**src/rtl/oc8051_cxrom_arb.sv**
```systemverilog
// ---------------------------------------------------------------------------
// oc8051_cxrom_arb
//   Two-port arbiter/sequencer for a single combinational 32-bit code-ROM
//   read port. Port 0 is the CPU instruction fetch, port 1 is the MOVC/debug
//   reader. Each request is granted round-robin and its address registered
//   onto rom_addr. WAIT_CYCLES wait states then elapse, the word is captured,
//   and it is returned with a one-cycle ack. A request whose 4-byte window
//   reaches past ROM_SIZE returns err=1 and data=0.
//
//   Optional build macro: OC8051_CXROM_ARB_STATS_EN
//     Adds the p0_grants, p1_grants and err_count statistics outputs.
//
//   Reset: rst is asynchronous and active-low.
// ---------------------------------------------------------------------------
module oc8051_cxrom_arb #(
    parameter int ROM_SIZE    = 10000,  // populated bytes, 1..65536
    parameter int WAIT_CYCLES = 0       // ROM wait states, 0..15
) (
    input  logic        clk,
    input  logic        rst,

    input  logic        p0_stb,
    input  logic [15:0] p0_addr,
    output logic        p0_ack,
    output logic [31:0] p0_data,
    output logic        p0_err,

    input  logic        p1_stb,
    input  logic [15:0] p1_addr,
    output logic        p1_ack,
    output logic [31:0] p1_data,
    output logic        p1_err,

    output logic [15:0] rom_addr,
    input  logic [31:0] rom_data,
    output logic        busy
`ifdef OC8051_CXROM_ARB_STATS_EN
    ,
    output logic [15:0] p0_grants,
    output logic [15:0] p1_grants,
    output logic [7:0]  err_count
`endif
);

    // -----------------------------------------------------------------------
    // Constants
    // -----------------------------------------------------------------------
    localparam logic [1:0] ST_IDLE = 2'd0;
    localparam logic [1:0] ST_WAIT = 2'd1;
    localparam logic [1:0] ST_CAPT = 2'd2;

    // The counter is loaded with WAIT_CYCLES-1, so the FSM stays in WAIT for
    // exactly WAIT_CYCLES cycles. This value is only used when WAIT_CYCLES > 0.
    localparam logic [3:0]  WAIT_LOAD = (WAIT_CYCLES > 0) ? 4'(WAIT_CYCLES - 1) : 4'd0;

    // 17-bit limit, so a ROM_SIZE of 65536 is representable.
    localparam logic [16:0] ROM_LIMIT = 17'(ROM_SIZE);

    // -----------------------------------------------------------------------
    // State
    // -----------------------------------------------------------------------
    logic [1:0]  state_reg;
    logic [3:0]  wait_cnt_reg;
    logic        owner_reg;       // port that owns the current transaction
    logic        last_grant_reg;  // most recent winner; the other port wins a tie
    logic [15:0] rom_addr_reg;

    // -----------------------------------------------------------------------
    // Request gathering and arbitration
    // -----------------------------------------------------------------------
    logic [1:0]  stb_vec;
    logic [15:0] addr_arr [2];
    logic        grant_fire;
    logic        grant_port;
    logic [15:0] grant_addr;
    logic        capture;
    logic [16:0] window_end;
    logic        window_err;

    assign stb_vec     = {p1_stb, p0_stb};
    assign addr_arr[0] = p0_addr;
    assign addr_arr[1] = p1_addr;

    // Pick a winner: a lone requester wins outright; on a tie, the port that
    // was not granted last time wins, which makes contention alternate strictly.
    always_comb begin
        grant_port = 1'b0;
        if (stb_vec == 2'b11) begin
            grant_port = ~last_grant_reg;
        end else if (stb_vec[1]) begin
            grant_port = 1'b1;
        end
    end

    assign grant_fire = (state_reg == ST_IDLE) && (|stb_vec);
    assign grant_addr = addr_arr[grant_port];
    assign capture    = (state_reg == ST_CAPT);

    // The window end is computed with one extra bit, so 0xFFFD..0xFFFF cannot
    // wrap back into range; any window touching ROM_SIZE or above is an error.
    assign window_end = {1'b0, rom_addr_reg} + 17'd3;
    assign window_err = (window_end >= ROM_LIMIT);

    // -----------------------------------------------------------------------
    // Sequencer: IDLE -> (WAIT) -> CAPT -> IDLE
    // -----------------------------------------------------------------------
    // Grant, hold the address through the wait states, then return to idle.
    always_ff @(posedge clk or negedge rst) begin
        if (!rst) begin
            state_reg      <= ST_IDLE;
            wait_cnt_reg   <= 4'd0;
            owner_reg      <= 1'b0;
            last_grant_reg <= 1'b1;
            rom_addr_reg   <= 16'h0000;
        end else begin
            case (state_reg)
                ST_IDLE: begin
                    if (grant_fire) begin
                        rom_addr_reg   <= grant_addr;
                        owner_reg      <= grant_port;
                        last_grant_reg <= grant_port;
                        if (WAIT_CYCLES > 0) begin
                            state_reg    <= ST_WAIT;
                            wait_cnt_reg <= WAIT_LOAD;
                        end else begin
                            state_reg <= ST_CAPT;
                        end
                    end
                end
                ST_WAIT: begin
                    if (wait_cnt_reg == 4'd0) begin
                        state_reg <= ST_CAPT;
                    end else begin
                        wait_cnt_reg <= wait_cnt_reg - 4'd1;
                    end
                end
                ST_CAPT: begin
                    state_reg <= ST_IDLE;
                end
                default: begin
                    state_reg <= ST_IDLE;
                end
            endcase
        end
    end

    assign rom_addr = rom_addr_reg;
    assign busy     = (state_reg == ST_WAIT) || (state_reg == ST_CAPT);

    // -----------------------------------------------------------------------
    // Per-port response registers
    // -----------------------------------------------------------------------
    logic        ack_arr  [2];
    logic        err_arr  [2];
    logic [31:0] data_arr [2];

    generate
        for (genvar gi = 0; gi < 2; gi++) begin : g_port
            logic        ack_reg;
            logic        err_reg;
            logic [31:0] data_reg;
            logic        hit;

            assign hit = capture && (owner_reg == 1'(gi));

            // Only the owner captures: ack and err pulse for one cycle, and
            // data holds until this port's next ack. Out-of-range words are
            // replaced by zero, so undefined ROM bytes never reach data_reg.
            always_ff @(posedge clk or negedge rst) begin
                if (!rst) begin
                    ack_reg  <= 1'b0;
                    err_reg  <= 1'b0;
                    data_reg <= 32'h0000_0000;
                end else begin
                    ack_reg <= hit;
                    err_reg <= hit ? window_err : 1'b0;
                    if (hit) begin
                        data_reg <= window_err ? 32'h0000_0000 : rom_data;
                    end
                end
            end

            assign ack_arr[gi]  = ack_reg;
            assign err_arr[gi]  = err_reg;
            assign data_arr[gi] = data_reg;
        end
    endgenerate

    assign p0_ack  = ack_arr[0];
    assign p0_err  = err_arr[0];
    assign p0_data = data_arr[0];
    assign p1_ack  = ack_arr[1];
    assign p1_err  = err_arr[1];
    assign p1_data = data_arr[1];

`ifdef OC8051_CXROM_ARB_STATS_EN
    // -----------------------------------------------------------------------
    // Statistics
    // -----------------------------------------------------------------------
    logic [15:0] p0_grants_reg;
    logic [15:0] p1_grants_reg;
    logic [7:0]  err_count_reg;

    // Grant counters wrap; the error counter sticks at 0xFF.
    always_ff @(posedge clk or negedge rst) begin
        if (!rst) begin
            p0_grants_reg <= 16'h0000;
            p1_grants_reg <= 16'h0000;
            err_count_reg <= 8'h00;
        end else begin
            if (grant_fire) begin
                if (grant_port) begin
                    p1_grants_reg <= p1_grants_reg + 16'd1;
                end else begin
                    p0_grants_reg <= p0_grants_reg + 16'd1;
                end
            end
            if (capture && window_err && (err_count_reg != 8'hFF)) begin
                err_count_reg <= err_count_reg + 8'd1;
            end
        end
    end

    assign p0_grants = p0_grants_reg;
    assign p1_grants = p1_grants_reg;
    assign err_count = err_count_reg;
`endif

endmodule
```
**config.mk**
```make
export PLATFORM = sky130hd
export DESIGN_NAME = oc8051_cxrom_arb
export DESIGN_NICKNAME = d
export VERILOG_FILES = /design/src/rtl/oc8051_cxrom_arb.sv
export SDC_FILE = /design/constraint.sdc
export NUM_CORES = 1
export LEC_CHECK = 0
export CORE_MARGIN = 4
export CORE_UTILIZATION = 40
export CTS_BUF_LIST = sky130_fd_sc_hd__clkbuf_8
export DETAILED_ROUTE_END_ITERATION = 6
export PLACE_DENSITY = 0.77
export SYNTH_ARGS = -nofsm -noshare
export SYNTH_HDL_FRONTEND = slang
export SYNTH_SLANG_ARGS = --single-unit
```
**constraint.sdc**
```tcl
create_clock -name clk -period 2.9 [get_ports clk]
set_clock_uncertainty 0.05 [all_clocks]
set_input_delay 0.58 -clock clk [delete_from_list [all_inputs] [get_ports clk]]
set_output_delay 0.58 -clock clk [all_outputs]
set_load 0.1 [all_outputs]
```
# After elaboration in Yosys (flattened, before gate mapping)
# Index checks and enable logic that the tools add are counted.
# op_classes
n_div	0
n_mul	0
n_reduce_logical	10
n_eq_ne	5
bitwise_logic	4
mux	11
n_shift	0
addsub	2
order_cmp	2
# op_table
operator	count
$mux 16	3
$mux 32	1
$add 16x2->17 const B	1
$ge 17x14->1 const B	1
$reduce_and 2->1	3
$eq 2x2->1 const B	2
$logic_not 4->1	1
$mux 1	4
$mux 2	2
$ne 2x2->1 const B	2
$pmux 2 s2	1
$sub 4x1->4 const B	1
$logic_and 1x1->1	3
$not 1->1	3
$eq 2x1->1 const B	1
$ge 2x2->1 const B	1
$logic_not 2->1	1
$not 1->2	1
$reduce_or 2->1	1
$logic_or 1x1->1	1
# totals
ram_bits	0
mem_count	0
word_cells	45
latch_bits	0
inputBits	68
output_inout_bits	85
romBits	0
ff_bits	92

# Depth between registers and ports, before layout
# Gate-level depths: netlist (run 1).
# logic_depth
ltp_word	6
depth_mapped	6
ltp_nobuf	4

# Worst setup path after synthesis (run 1)
# Ideal clock, no wire load.
# synth_timing
path_kind	register -> register
startpoint	reg rom_addr_reg[3], in the netlist rom_addr[3]
endpoint	reg g_port[0].data_reg[11], in the netlist p0_data[11]
required_ps	2721
setup_slack_ps	810
t_arrival_ps	1911
setup_ps	129
synth_period_minus_slack_ps	2090
stages_incl_launch_ff	5
path_buffers	1
cell_sequence	dfrtp_1 > o211ai_1 > a21oi_2 > clkbuf_2 > o21ai_0
# synth_via
elab_chain_len	3
# synth_lines
item	line	text
start: declaration	66	logic [15:0] rom_addr_reg;
start signal: assignment	119	rom_addr_reg <= grant_addr;
$add 16x2->17	101	assign window_end = {1'b0, rom_addr_reg} + 17'd3;
$ge 17x14->1	102	assign window_err = (window_end >= ROM_LIMIT);
$mux 32	178	data_reg <= window_err ? 32'h0000_0000 : rom_data;
end signal: assignment	178	
end: declaration	161	logic [31:0] data_reg;
# No other way between the ends.
# A chain may end at the register's enable or synchronous reset.

# Worst setup path in the final report (run 1)
# layout_timing
startpoint	reg rom_addr_reg[12], in the netlist rom_addr[12]
endpoint	reg g_port[0].data_reg[19], in the netlist p0_data[19]
# Same word-level chain as after synthesis.

==> metrics.md, run 1 <==
| Metric | Value |
|---|---|
| Die outline area | `11000 µm²` |
| Port bufs | `152` |
| CP delay by family, top | `compound AO/OA/AOI/OAI gates` |
| Fin crit share | `60.4%` |
| Leak pwr | `0.00244 µW` |
| Worst slew margin | `58.9%` |
| Gpl congestion | `0.794` |
| Die height | `105 µm` |
| # clock sinks | `87` |
| Hpwl dp | `7.54 mm` |
| Via count | `3455` |
| DR pass1 iterations | `4` |
| XOR/XNOR share of the synthesized area | `0%` |
| # setup viols final | `0` |
| Filler cells | `805` |
| CTS tree | `yes` |
| Die Wd | `105 µm` |
| CTS Buf Count | `9` |
| Layout cells sized above 1 | `22.2%` |
| Initial antenna violation count | `0` |
| PD cells | `1210 nW/µm²` |
| Multiplexer share of the synthesized area | `4.26%` |
| Tot Pwr | `6470 µW` |
| Slowest stage cell, crit path | `o21ai_2` |
| CTS resizes | `0` |
| Syn-to-layout area delta | `42.2%` |
| Synth area leaders | `dfrtp_1 57%, nand2_1 11%, o31ai_1 6.4%, o21ai_0 5.9%, nand4_1 5.5%` |
| Initial Util | `40.9%` |
| Post-CTS Hold Fix Bufs | `0` |
| Post-CTS Setup Repair Bufs | `0` |
| #FFs+latches synth | `87` |
| CP Buf/Inv Count | `1` |
| Ys Warns | `0` |
| Worst setup SP type | `flip-flop` |
| Worst Setup End Kind | `flip-flop` |
| Reg2Reg Depth | `4` |
| Status | `finished clean` |
| Mapped Cells | `382` |
| Synthesized area | `3760 µm²` |
| Vias/cell | `5.42` |
| Sequential cell area fraction in the yosys report | `58.0%` |
| Pins Over Slew Limit | `0` |
| Largest net degree at the start of global routing | `65` |
| Grt ovf | `0` |
| WL/cell | `17.1 µm` |
| Setup TNS | `0 ns` |
| Drc violations | `0` |
| Final hold violations | `0` |
| Compound-Gate Fraction of Synth Area | `14.9%` |
| Simple-gate share of the synthesized area | `17.9%` |
| HP Class | `primary input to async pin` |
| Largest family of logic cells by synthesized area | `simple AND/OR/NAND/NOR gates` |
| Clk_lat worst skew | `0.34 ns` |
| WP data arrival | `1.96 ns` |
| Global Route Usage Sum | `19.9%` |
| Area of the core | `9200 µm²` |
| Net count after synthesis | `450` |
| Number of global-route vias before repair | `3521` |
| Peak VDD IR | `0.000631 V` |
| RSZ-0062 raised after global routing | `false` |
| CP required | `3.11 ns` |
| Synth area leader | `dfrtp_1` |
| Std cell rows | `35` |
| Setup CP Type | `flip-flop to flip-flop` |
| CTS HTree Levels | `3` |
| Synth top area share | `57.3%` |
| Maximum clock rate | `571 MHz` |
| Final ANT Viol Nets | `0` |
| First-pass GRT wire length | `17.9 mm` |
| Top Ports | `153` |
| WP depth | `4` |
| Synth cell types | `28` |
| Routed wire length | `10.9 mm` |
| Post-synthesis adder-cell area fraction | `0%` |
| Clk pin slew, worst setup/hold paths | `0.09 ns` |
| Total of max-cap violations | `0` |
| DRT iter0 DRCs | `198` |
| Synth Area per Inst | `9.84 µm²` |
| CP peak stage delay | `0.48 ns` |
| Root Buffer | `clkbuf_8` |
| Slew @ Worst Pin | `0.617 ns` |
| N_diodes | `0` |
| Largest fanout on the critical path | `23` |
| Crit path time final | `1.75 ns` |
| Nets | `590` |
| Worst path cell trace | `o21ai_2 > buf_4 > nand4_1 > o21ai_0` |
| Clock Path Buffers | `2` |
report_power, final:
part	switching (µW)	leakage (µW)	total [µW]	internal, µW
clock network	421	0.000114	895	474
registers	230	0.00114	1780	1550
logic	3090	0.00119	3800	710
cells by family after synthesis:
logic type	after synthesis
AND/OR/NAND/NOR	151
AO/OA/AOI/OAI	91
flip-flops	87
buffers and inverters	37
multiplexers	16
per-stage QoR:
stage	setup slack [ns]	hold WS (ns)	area, µm²	util (%)	cells
2_1_floorplan	0.810	0.234	3760	-	382
4_1_cts	1.11	0.181	5340	58.1	638
6_report	1.15	0.165	5340	58.1	638
5_1_grt	0.943	0.191	5340	58.1	638
3_5_place_dp	0.806	0.417	5130	55.8	622
3_3_place_gp	0.879	0.410	5130	55.8	622
path summary, 6_finish.rpt:
path                               end         start  slack, ns
max                        p0_data[19]  rom_addr[12]       1.15
min                        p0_data[31]           rst       0.17
max reg2reg                p0_data[19]  rom_addr[12]       1.15
min reg2reg                p1_data[18]   p1_data[18]       0.43
max in group asynchronous  p1_data[21]           rst       1.99
min in group clk           p1_data[18]   p1_data[18]       0.43
cell usage after synthesis:
cell type and count:
a21boi_0 1, a21o_2 1, a21oi_1 3, a21oi_2 1, a22o_1 1, a31oi_1 1
and2_1 1, buf_2 7, buf_4 1, buf_6 4, clkbuf_1 18, clkbuf_2 3
dfrtp_1 86, dfstp_2 1, inv_1 3, inv_2 1, mux2i_1 16, nand2_1 114
nand2b_1 1, nand4_1 33, nor2_2 1, nor4_4 1, o211ai_1 1, o21ai_0 44
o21ai_1 4, o21ai_2 1, o21bai_1 1, o31ai_1 32
routing by layer:
metal  up-vias  GRT usage (%)  routed length (µm)
met3        14           6.67                 848
met1      1682           25.0                4710
met5         -              0                   0
li1       1619              -                   -
met4         0           4.31                 109
met2       140           33.3                5270
cell type report:
cell class	count	area (µm²)	share of cell area (%)
Sequential cell	87	2180	40.8
Inverter	4	15.0	0.281
Clock buffer	9	124	2.32
Clock inverter	7	82.6	1.55
Tap cell	111	139	2.60
Timing Repair Buffer	162	1390	26.1
Multi-Input combinational cell	258	1410	26.4
placed cells by master, fill, tap and decap left out, types with 2 or more instances in the layout:
master           synthesis  routed
mux2i_1                 16      16
dfrtp_1                 86      86
inv_1                    3       7
nand2_1                114     114
o21ai_1                  4       4
nand4_1                 33      33
buf_4                    1      95
bufinv_16                0       2
a21oi_1                  3       3
o21ai_0                 44      44
clkdlybuf4s50_1          0      66
o31ai_1                 32      32
clkbuf_8                 0       9
Power figures use the tool's default switching activity.
==> inputs of run 2 (changes only) <==
- PLACE_DENSITY: 0.77 -> 0.8
- clock period: 2.9 -> 1.46 ns (I/O delays scaled with it)
==> metrics.md, run 2 (synthesis gave the netlist of run 1 again) <==
| Metric | Value |
|---|---|
| Maximum clock rate | `625 MHz (was 571 MHz)` |
| Filler cells | `580 (was 805)` |
| Final ANT Viol Nets | `0 (unchanged)` |
| Via count | `3618 (was 3455)` |
| WL/cell | `18.2 µm (was 17.1 µm)` |
| CP required | `1.64 ns (was 3.11 ns)` |
| Commonest non-fill, non-tap cell in the layout | `nand2_1 (unchanged)` |
| Setup TNS | `-2.05 ns (was 0 ns)` |
| Final hold violations | `0 (unchanged)` |
| Gpl congestion | `0.798 (was 0.794)` |
| Final setup margin | `-0.139 ns (was 1.15 ns)` |
| Clock Path Buffers | `2 (unchanged)` |
| # setup viols final | `49 (was 0)` |
| Setup CP Type | `flip-flop to flip-flop (unchanged)` |
| N_diodes | `0 (unchanged)` |
| Peak VDD IR | `0.00148 V (was 0.000631 V)` |
| Status | `finished with violations (was finished clean)` |
| Port bufs | `152 (unchanged)` |
| Vias/cell | `5.49 (was 5.42)` |
| Drc violations | `0 (unchanged)` |
| Clk pin slew, worst setup/hold paths | `0.10 ns (was 0.09 ns)` |
| PD cells | `2260 nW/µm² (was 1210 nW/µm²)` |
| Pre-CTS setup slack | `-0.211 ns (was 0.806 ns)` |
| CTS Buf Count | `9 (unchanged)` |
| R2R Path End | `p1_data[20] (was p0_data[19])` |
| Worst setup SP type | `flip-flop (unchanged)` |
| Routed wire length | `12.0 mm (was 10.9 mm)` |
| Failing checks | `negative setup slack` |
| Worst slew margin | `75.3% (was 58.9%)` |
| First-pass GRT wire length | `19.5 mm (was 17.9 mm)` |
| Crit path time final | `1.60 ns (was 1.75 ns)` |
| Initial Util | `40.9% (unchanged)` |
| Total of max-cap violations | `0 (unchanged)` |
| Grt ovf | `0 (unchanged)` |
| Pins Over Slew Limit | `0 (unchanged)` |
| RSZ-0062 raised after global routing | `true (was false)` |
| Post-layout utilization of the core | `74.4% (was 58.1%)` |
| Clk_lat worst skew | `0.34 ns (about the same)` |
| Commonest non-fill, non-tap cells in the layout | `114 x nand2_1, 93 x buf_12, 69 x dfrtp_1 (was 114 x nand2_1, 95 x buf_4, 86 x dfrtp_1)` |
| CTS HTree Levels | `3 (unchanged)` |
| DRT iter0 DRCs | `199 (was 198)` |
| Die Wd | `105 µm (unchanged)` |
| Layout cells sized above 1 | `31.8% (was 22.2%)` |
| Largest fanout on the critical path | `36 (was 23)` |
| # clock sinks | `87 (unchanged)` |
| Worst Setup End Kind | `flip-flop (unchanged)` |
| Hpwl dp | `8.61 mm (was 7.54 mm)` |
| Area post-placement | `6480 µm² (was 5130 µm²)` |
| Area of the core | `9200 µm² (unchanged)` |
| Fin crit share | `110% (was 60.4%)` |
| Largest net degree at the start of global routing | `44 (was 65)` |
| Nets | `611 (was 590)` |
| Register-to-Register Setup Slack | `-0.14 ns (was 1.15 ns)` |
| Root Buffer | `clkbuf_8 (unchanged)` |
| DR pass1 iterations | `4 (unchanged)` |
| Die outline area | `11000 µm² (unchanged)` |
| Die height | `105 µm (unchanged)` |
| Syn-to-layout area delta | `82.2% (was 42.2%)` |
| Std cell rows | `35 (unchanged)` |
| Initial antenna violation count | `0 (unchanged)` |
| HP Class | `primary input to async pin (unchanged)` |
| Global Route Usage Sum | `21.9% (was 19.9%)` |
| Reg2Reg Depth | `4 (unchanged)` |
| Leak pwr | `0.00289 µW (was 0.00244 µW)` |
| CTS tree | `yes (unchanged)` |
| Final std cells w/o fill | `659 (was 638)` |
| Fin area | `6840 µm² (was 5340 µm²)` |
| Number of global-route vias before repair | `3858 (was 3521)` |
| WP data arrival | `1.78 ns (was 1.96 ns)` |
| FF-to-FF Start | `rom_addr[5] (was rom_addr[12])` |
| Top Ports | `153 (unchanged)` |
| Slew @ Worst Pin | `0.371 ns (was 0.617 ns)` |
| Cells after DPL | `639 (was 622)` |
==> run 2: what timing repair did <==
action,4_1_cts,5_1_grt
hold buffers,1,0
setup endpoints to repair,56,72
setup buffers,3,0
hold endpoints to repair,18,0
pin swaps,2,2
resized for setup,17,15
cloned,0,0
==> run 2: stage by stage <==
step	hold WS [ns]	total power, µW
2_1_floorplan	-0.0536	9440
3_3_place_gp	0.147	13400
3_5_place_dp	0.148	13500
4_1_cts	0.305	15400
5_1_grt	0.329	16000
6_report	0.312	15400
==> run 2: how the worst max path moves through the flow <==
stage,start,end,cells after the start
after detailed placement,p0_stb,rom_addr[7],5
after global routing,rom_addr[5],p1_data[20],4
after floorplan,rom_addr[5],p1_data[10],4
after CTS,rom_addr[7],p1_data[25],4
final,rom_addr[5],p1_data[20],4
after global placement,p0_stb,rom_addr[10],5
==> run 2: routing by layer <==
metal  GRT usage (%)  vias to the layer above  part of all wire (%)
li1                -                     1659                     -
met1            26.0                     1784                    39
met2            38.0                      161                    52
met3            6.79                       14                   7.9
met4            6.75                        0                   1.3
met5               0                        -                     0
==> run 2: power breakdown <==
| part | switching [µW] | leakage [µW] | total, µW | internal [µW] |
|---|---|---|---|---|
| clock network | 858 | 0.000108 | 1810 | 956 |
| logic | 6340 | 0.00166 | 9690 | 3350 |
| registers | 806 | 0.00112 | 3950 | 3140 |
| total | 8010 | 0.00289 | 15400 | 7440 |
==> run 2: layout make-up <==
| class | instances | area [µm²] | area share [%] |
|---|---|---|---|
| Inverter | 4 | 15.0 | 0.219 |
| Clock inverter | 7 | 91.3 | 1.33 |
| Multi-Input combinational cell | 258 | 1510 | 22.0 |
| Clock buffer | 9 | 124 | 1.81 |
| Timing Repair Buffer | 183 | 2730 | 39.9 |
| Sequential cell | 87 | 2240 | 32.7 |
| Tap cell | 111 | 139 | 2.03 |
==> run 2: critical path, cell delays in order (launching register included) <==
cell and delay (ns):
dfrtp_4 0.50, nor4_4 0.36, a21oi_4 0.12, buf_12 0.19, o31ai_1 0.26
